===== config.mk =====
export PLATFORM = sky130hd
export DESIGN_NAME = cal_alu_seq
export DESIGN_NICKNAME = d
export VERILOG_FILES = /design/src/rtl/cal_pkg.sv /design/src/rtl/cal_iter_step.sv /design/src/rtl/cal_alu_seq.sv
export SDC_FILE = /design/constraint.sdc
export NUM_CORES = 1
export LEC_CHECK = 0
export ABC_AREA = 0
export ABC_CLOCK_PERIOD_IN_PS = 2100
export CAP_MARGIN = 20
export CORE_UTILIZATION = 47
export CTS_CLUSTER_DIAMETER = 120
export DETAILED_ROUTE_END_ITERATION = 10
export HOLD_SLACK_MARGIN = 0.12
export PLACE_DENSITY = 0.72
export SETUP_SLACK_MARGIN = 0.3
export SLEW_MARGIN = 10
export SYNTH_ARGS = -nofsm -noshare
export SYNTH_HDL_FRONTEND = slang
export SYNTH_SLANG_ARGS = --single-unit

===== constraint.sdc =====
create_clock -name clk -period 2.1 [get_ports clk]
set_input_delay 0.525 -clock clk [delete_from_list [all_inputs] [get_ports clk]]
set_output_delay 0.525 -clock clk [all_outputs]
set_load 0.01 [all_outputs]

===== src/rtl/cal_pkg.sv =====
// Shared encodings for the sequential calculator.
//   op_e    : operation select carried on the 2-bit op port
//   state_e : control FSM states
package cal_pkg;

  typedef enum logic [1:0] {
    OP_ADD = 2'b00,
    OP_SUB = 2'b01,
    OP_MUL = 2'b10,
    OP_DIV = 2'b11
  } op_e;

  typedef enum logic [1:0] {
    IDLE = 2'b00,
    CALC = 2'b01,
    DONE = 2'b10
  } state_e;

  // Width of an iteration counter able to hold 0..w.
  function automatic int cnt_w(input int w);
    return $clog2(w + 1);
  endfunction

endpackage


===== src/rtl/cal_iter_step.sv =====
// One combinational iteration of the multi-cycle datapath.
//   op         : OP_MUL selects shift-add, anything else restoring divide
//   m          : multiplicand (mul) or divisor (div)
//   hi, lo     : working pair; mul {partial product, multiplier},
//                div {partial remainder, dividend/quotient}
//   hi_n, lo_n : working pair after this iteration
module cal_iter_step
  import cal_pkg::*;
#(
  parameter int WIDTH = 4
) (
  input  op_e              op,
  input  logic [WIDTH-1:0] m,
  input  logic [WIDTH-1:0] hi,
  input  logic [WIDTH-1:0] lo,
  output logic [WIDTH-1:0] hi_n,
  output logic [WIDTH-1:0] lo_n
);

  logic [WIDTH:0]   sum;
  logic [WIDTH:0]   sh;
  logic [WIDTH-1:0] diff;

  always_comb begin
    // shift-add: conditionally add, then shift {carry,hi,lo} right by one
    sum  = {1'b0, hi} + (lo[0] ? {1'b0, m} : '0);
    // restoring divide: bring next dividend bit into the partial remainder
    sh   = {hi, lo[WIDTH-1]};
    // when sh >= m the difference is < m, so WIDTH bits are enough
    diff = sh[WIDTH-1:0] - m;
    if (op == OP_MUL) begin
      hi_n = sum[WIDTH:1];
      lo_n = {sum[0], lo[WIDTH-1:1]};
    end else if (sh >= {1'b0, m}) begin
      hi_n = diff;
      lo_n = {lo[WIDTH-2:0], 1'b1};
    end else begin
      hi_n = sh[WIDTH-1:0];
      lo_n = {lo[WIDTH-2:0], 1'b0};
    end
  end

endmodule


===== src/rtl/cal_alu_seq.sv =====
// Sequential unsigned ALU: single-cycle add/sub, WIDTH-iteration mul/div.
//   clk, rst     : clock, asynchronous active-high reset
//   start        : request, sampled only while idle (busy=0)
//   op, a, b     : operation select and unsigned operands
//   busy         : operation in progress (CALC or DONE)
//   done         : one-cycle pulse, result/flag valid
//   result, flag : registered result, carry/borrow/div-by-zero flag
module cal_alu_seq
  import cal_pkg::*;
#(
  parameter int WIDTH = 4
) (
  input  logic               clk,
  input  logic               rst,
  input  logic               start,
  input  logic [1:0]         op,
  input  logic [WIDTH-1:0]   a,
  input  logic [WIDTH-1:0]   b,
  output logic               busy,
  output logic               done,
  output logic [2*WIDTH-1:0] result,
  output logic               flag
);

  localparam int CW = cnt_w(WIDTH);
  localparam logic [CW-1:0] LAST = CW'(WIDTH - 1);

  state_e           state;
  op_e              op_q;
  logic [WIDTH-1:0] m_q, hi_q, lo_q;
  logic [WIDTH-1:0] hi_n, lo_n;
  logic [CW-1:0]    cnt;

  logic [2*WIDTH-1:0] add_res, sub_res, dz_res;

  cal_iter_step #(.WIDTH(WIDTH)) u_step (
    .op   (op_q),
    .m    (m_q),
    .hi   (hi_q),
    .lo   (lo_q),
    .hi_n (hi_n),
    .lo_n (lo_n)
  );

  // single-cycle results, zero-extended to the full result width
  always_comb begin
    add_res          = '0;
    add_res[WIDTH:0] = {1'b0, a} + {1'b0, b};
    sub_res          = '0;
    sub_res[WIDTH-1:0] = a - b;
    // divide by zero: remainder = a, quotient = all ones
    dz_res           = {a, {WIDTH{1'b1}}};
  end

  always_ff @(posedge clk or posedge rst) begin
    if (rst) begin
      state  <= IDLE;
      op_q   <= OP_ADD;
      m_q    <= '0;
      hi_q   <= '0;
      lo_q   <= '0;
      cnt    <= '0;
      busy   <= 1'b0;
      done   <= 1'b0;
      result <= '0;
      flag   <= 1'b0;
    end else begin
      case (state)
        IDLE: begin
          done <= 1'b0;
          if (start) begin
            busy <= 1'b1;
            op_q <= op_e'(op);
            cnt  <= '0;
            case (op_e'(op))
              OP_ADD: begin
                result <= add_res;
                flag   <= add_res[WIDTH];
                done   <= 1'b1;
                state  <= DONE;
              end
              OP_SUB: begin
                result <= sub_res;
                flag   <= (a < b);
                done   <= 1'b1;
                state  <= DONE;
              end
              OP_MUL: begin
                m_q   <= a;
                hi_q  <= '0;
                lo_q  <= b;
                state <= CALC;
              end
              default: begin // OP_DIV
                if (b == '0) begin
                  result <= dz_res;
                  flag   <= 1'b1;
                  done   <= 1'b1;
                  state  <= DONE;
                end else begin
                  m_q   <= b;
                  hi_q  <= '0;
                  lo_q  <= a;
                  state <= CALC;
                end
              end
            endcase
          end
        end
        CALC: begin
          hi_q <= hi_n;
          lo_q <= lo_n;
          cnt  <= cnt + CW'(1);
          // result is only written from the final iteration so partial
          // products/remainders never reach the output
          if (cnt == LAST) begin
            result <= {hi_n, lo_n};
            flag   <= 1'b0;
            done   <= 1'b1;
            state  <= DONE;
          end
        end
        DONE: begin
          done  <= 1'b0;
          busy  <= 1'b0;
          state <= IDLE;
        end
        default: begin
          done  <= 1'b0;
          busy  <= 1'b0;
          state <= IDLE;
        end
      endcase
    end
  end

endmodule


==> summary by stage <==
CTS
The clock latency at the later pin of the worst-skew pair is 0.29 ns. The tree built by TritonCTS fans out to 30 sinks. The CTS tree is yes.

After clock tree synthesis, the clock-pin slew on the worst setup and hold paths is about 0.070 ns. Clock tree synthesis inserted a total of 5 buffers. The number of buffers inserted by hold repair at cts is 0. The largest buffer count on any clock path is 2. The cell sitting at the root of the clock tree is a sky130_fd_sc_hd__clkbuf_8. In this run the number of H-tree levels came out at 2.

Logic synthesis
The number of synthesis warnings is 0. After synthesis, flip-flops and latches occupy around 33% of the total area. Counting every net in the synthesized netlist gives 300.

In the post-synthesis netlist, the biggest area contributors are sky130_fd_sc_hd__dfrtp_1 33%, sky130_fd_sc_hd__ha_1 10%, sky130_fd_sc_hd__o21ai_0 6.2%. The cell area that synthesis handed to floorplanning was ~0.0023 mm^2. Counting distinct cell types in the post-synthesis netlist gives 54. The most used flip-flop cell after synthesis is sky130_fd_sc_hd__dfrtp_1.

The flip-flop and latch count after synthesis is 30. Of all flip-flops after synthesis, the portion carrying an async set or reset was 100%. In the synthesized netlist, the number of instances is 265. The cell type with the largest total area after synthesis is sky130_fd_sc_hd__dfrtp_1. The number of enable flip-flop cells after synthesis is 0. Summed over its instances, the top area cell type makes up about a third of the synthesized netlist area. Dividing the synthesized area by the synthesized cell count gives roughly 8.5 um^2.

Worst setup path
For the worst setup path, the data required time is around 2.3 ns. The worst setup path is launched from a flip-flop. The critical path in this run is classified as reg -> reg. The kind of end point of the critical path is a flip-flop. Of all nets on the critical path, the largest fanout is 3. The arrival time reported for the critical path endpoint is roughly 2.2 ns.

Power
The static leakage is ~0.0014 uW. The share of total power dissipated in the clock network is a little over a tenth. The post-route total power is 4610 uW. The sequential group share of total power is between 20 and 25%.

The switching power total is 2000 uW. Dividing total power by cell area gives a power density of approximately 1400 mW/mm^2. Internal power comes to 2610 uW. The fraction of power consumed by combinational cells is between 60 and 70%. The worst-case IR drop observed on VDD is 0.506 mV. The switching part of the total power is 43.4%.

Timing
The count of final hold-check violations is 0. The total negative slack is 0 ns. The post-route fraction of the period consumed by the critical path is between 90% and 100%.

The count of pins over their slew limit was 0. The worst setup skew after layout is approximately 0.0053 ns. In this run the tightest slew margin relative to its limit is a little under three quarters. The worst hold slack after final layout is approximately 0.50 ns. The actual slew at the worst max-slew pin is between 0.4 and 0.5 ns.

Setup repair after global routing could not meet its margin everywhere. Setup violations remaining at the end of the flow were counted as 0. The maximum clock frequency is ~490 MHz. After layout, the minimum clock period comes to between 2 and 2.5 ns.

Floorplan
Measured along the x axis, the die boundary spans about 71 um. The row count is 24. The die covers roughly 0.005 mm^2.

The top-level I/O count is 24. Once the floorplan was initialized, standard cells occupied a little over 50% of the core. The floorplan step defined a core boundary enclosing between 0.004 and 0.005 mm^2. The die is a little over 70 um tall.

Flow run
The tool flagged a number of max-cap violations equal to 0.

Final layout
The area added between synthesis and finish is 41.0%. The fraction of layout cells with a size suffix above 1 is ~33%. The final instance area is roughly 0.0032 mm^2. In the final design database the tool counted around 370 nets.

The number of cells in the finished layout apart from fillers is 385. The diode insertion count for antenna repair is 0.

Drt
The count of vias placed by the detailed router is about 2.2k. The number of routed nets with antenna violations is 0. The total wire length after detailed routing is about 6.6 mm. Using the TritonRoute via totals, the vias-per-cell ratio works out to 5.77. After detailed routing, the number of remaining DRC violations is 2. After detailed routing, the average wire length per cell comes to 17.1 um. The first detailed-routing pass took 7 iterations.

For this block, the initial DRC count from the detailed router was between 100 and 150.

Placement
The placed cell area is 0.00290 mm^2. Buffers placed on the I/O ports in this run total 23. Routability-driven placement finished with a final weighted congestion of just over 0.9. The instance count after placement with tap cells included is about 370. Once detailed placement completed, the half-perimeter wirelength came to just under 5 mm.

Global route
The number of global-route vias before repair is approximately 2.2k. The first global-routing pass estimated ~11 mm of wire. The initial antenna violation count is 0.

Entering global routing, the biggest net connects 31 pins. Summed over all layers, the global routing overflow is 0. The global-route total usage across every layer is between 20% and 30%.

Status
The final reports fail on DRC. The flow ran to the end, but the final reports show violations.

Hold path
The worst hold path belongs to the class reg -> reg.
## layout by cell type (no fill, tap or decap), types with 3 or more instances in the layout
master / synthesis / routed
sky130_fd_sc_hd__nand2b_1: 6 / 4
sky130_fd_sc_hd__mux2i_1: 4 / 3
sky130_fd_sc_hd__dfrtp_1: 30 / 30
sky130_fd_sc_hd__ha_4: 0 / 6
sky130_fd_sc_hd__ha_1: 18 / 10
sky130_fd_sc_hd__clkbuf_8: 0 / 6
sky130_fd_sc_hd__inv_1: 19 / 15
sky130_fd_sc_hd__clkdlybuf4s50_1: 0 / 14
sky130_fd_sc_hd__nor2_1: 26 / 24
sky130_fd_sc_hd__xor2_1: 3 / 3
sky130_fd_sc_hd__buf_4: 1 / 44
sky130_fd_sc_hd__nand3_1: 8 / 7
sky130_fd_sc_hd__o21ai_0: 28 / 21
sky130_fd_sc_hd__clkdlybuf4s15_2: 0 / 3
sky130_fd_sc_hd__a32oi_1: 3 / 3
sky130_fd_sc_hd__buf_6: 0 / 3
sky130_fd_sc_hd__nor2_2: 1 / 3
sky130_fd_sc_hd__a21o_1: 3 / 3
sky130_fd_sc_hd__nand2_1: 32 / 31
sky130_fd_sc_hd__o21ai_1: 1 / 6
sky130_fd_sc_hd__fa_2: 0 / 3
sky130_fd_sc_hd__and2_1: 5 / 4
sky130_fd_sc_hd__dlygate4sd2_1: 0 / 3
sky130_fd_sc_hd__a21oi_1: 17 / 15
sky130_fd_sc_hd__inv_2: 0 / 4
## cell families (layout without fill, tap and decap cells)
family	Yosys count	count (layout)	synth area share, %
buffers and inverters	30	98	5.32
DFF	30	30	33.3
muxes	4	4	1.77
adders and majority gates	22	22	13.5
and+or+nand+nor	96	96	20.5
AOI/OAI and AO/OA	78	78	23.6
xor gates and xnor gates	5	5	1.94
## timing repair
action / CTS / global route
buffers inserted: 4 / 4
endpoints found under the setup margin: 24 / 22
gates resized for setup: 40 / 25
pin swaps: 13 / 14
## final timing paths
path / start / endpoint / slack [ns] / cells past startpoint
min in group asynchronous: rst / result[5] / 0.63 / 3
min: cnt[0] / cnt[0] / 0.50 / 1
min reg2reg: cnt[0] / cnt[0] / 0.50 / 1
max reg2reg: m_q[0] / result[7] / 0.04 / 7
max: m_q[0] / result[7] / 0.04 / 7
max in group asynchronous: rst / lo_q[3] / 1.17 / 3
## per-stage QoR
step	setup slack, ns	utilization (%)
2_1_floorplan	0.152	-
3_3_place_gp	-0.361	64.8
3_5_place_dp	-0.388	64.8
4_1_cts	0.0680	69.3
5_1_grt	-0.0176	71.1
6_report	0.0421	71.1
## metal layers
metal / track usage (%) / up-vias / wire, um
met3: 5.34 / 17 / 354
li1: - / 1070 / -
met1: 35.4 / 1055 / 2800
met5: 0 / - / 0
met4: 11.8 / 0 / 175
met2: 46.2 / 80 / 3250
## flip-flops by register name, indices dropped and copies added, names as in the netlist
name,flops
result,8
hi_q,4
lo_q,4
m_q,4
cnt,3
op_q,2
state,2
busy,1
done,1
flag,1
## Yosys cell counts (4+ instances only)
| cell type | n |
|---|---|
| sky130_fd_sc_hd__clkbuf_1 | 7 |
| sky130_fd_sc_hd__dfrtp_1 | 30 |
| sky130_fd_sc_hd__mux2i_1 | 4 |
| sky130_fd_sc_hd__inv_1 | 19 |
| sky130_fd_sc_hd__o21ai_0 | 28 |
| sky130_fd_sc_hd__a21oi_1 | 17 |
| sky130_fd_sc_hd__nand2b_1 | 6 |
| sky130_fd_sc_hd__and2_1 | 5 |
| sky130_fd_sc_hd__fa_1 | 4 |
| sky130_fd_sc_hd__nand3_1 | 8 |
| sky130_fd_sc_hd__nor3_1 | 4 |
| sky130_fd_sc_hd__ha_1 | 18 |
| sky130_fd_sc_hd__nand2_1 | 32 |
| sky130_fd_sc_hd__nor2_1 | 26 |
## final cells by class
cell class	instances	area (um^2)
Inverter	19	71.3
Sequential cell	30	751
Tap cell	52	65.1
Clock inverter	2	12.5
Multi-Input combinational cell	205	1600
Fill cell	340	1290
Clock buffer	6	82.6
Timing Repair Buffer	71	599
## power groups by stage
stage	clock [uW]	combinational (uW)	sequential (uW)
3_3_place_gp	0	2630	1050
4_1_cts	509	2830	1050
2_1_floorplan	0	1730	1070
3_5_place_dp	0	2690	1060
5_1_grt	532	3320	1090
6_report	501	3050	1060
## critical path: stages (launching register included)
cell                       delay [ns]
sky130_fd_sc_hd__dfrtp_1         0.41
sky130_fd_sc_hd__and2_1          0.15
sky130_fd_sc_hd__ha_2            0.19
sky130_fd_sc_hd__fa_2            0.34
sky130_fd_sc_hd__a21o_1          0.17
sky130_fd_sc_hd__a211oi_2        0.23
sky130_fd_sc_hd__nor4b_2         0.11
sky130_fd_sc_hd__a221o_1         0.33
(Power assumes the default switching activity.)
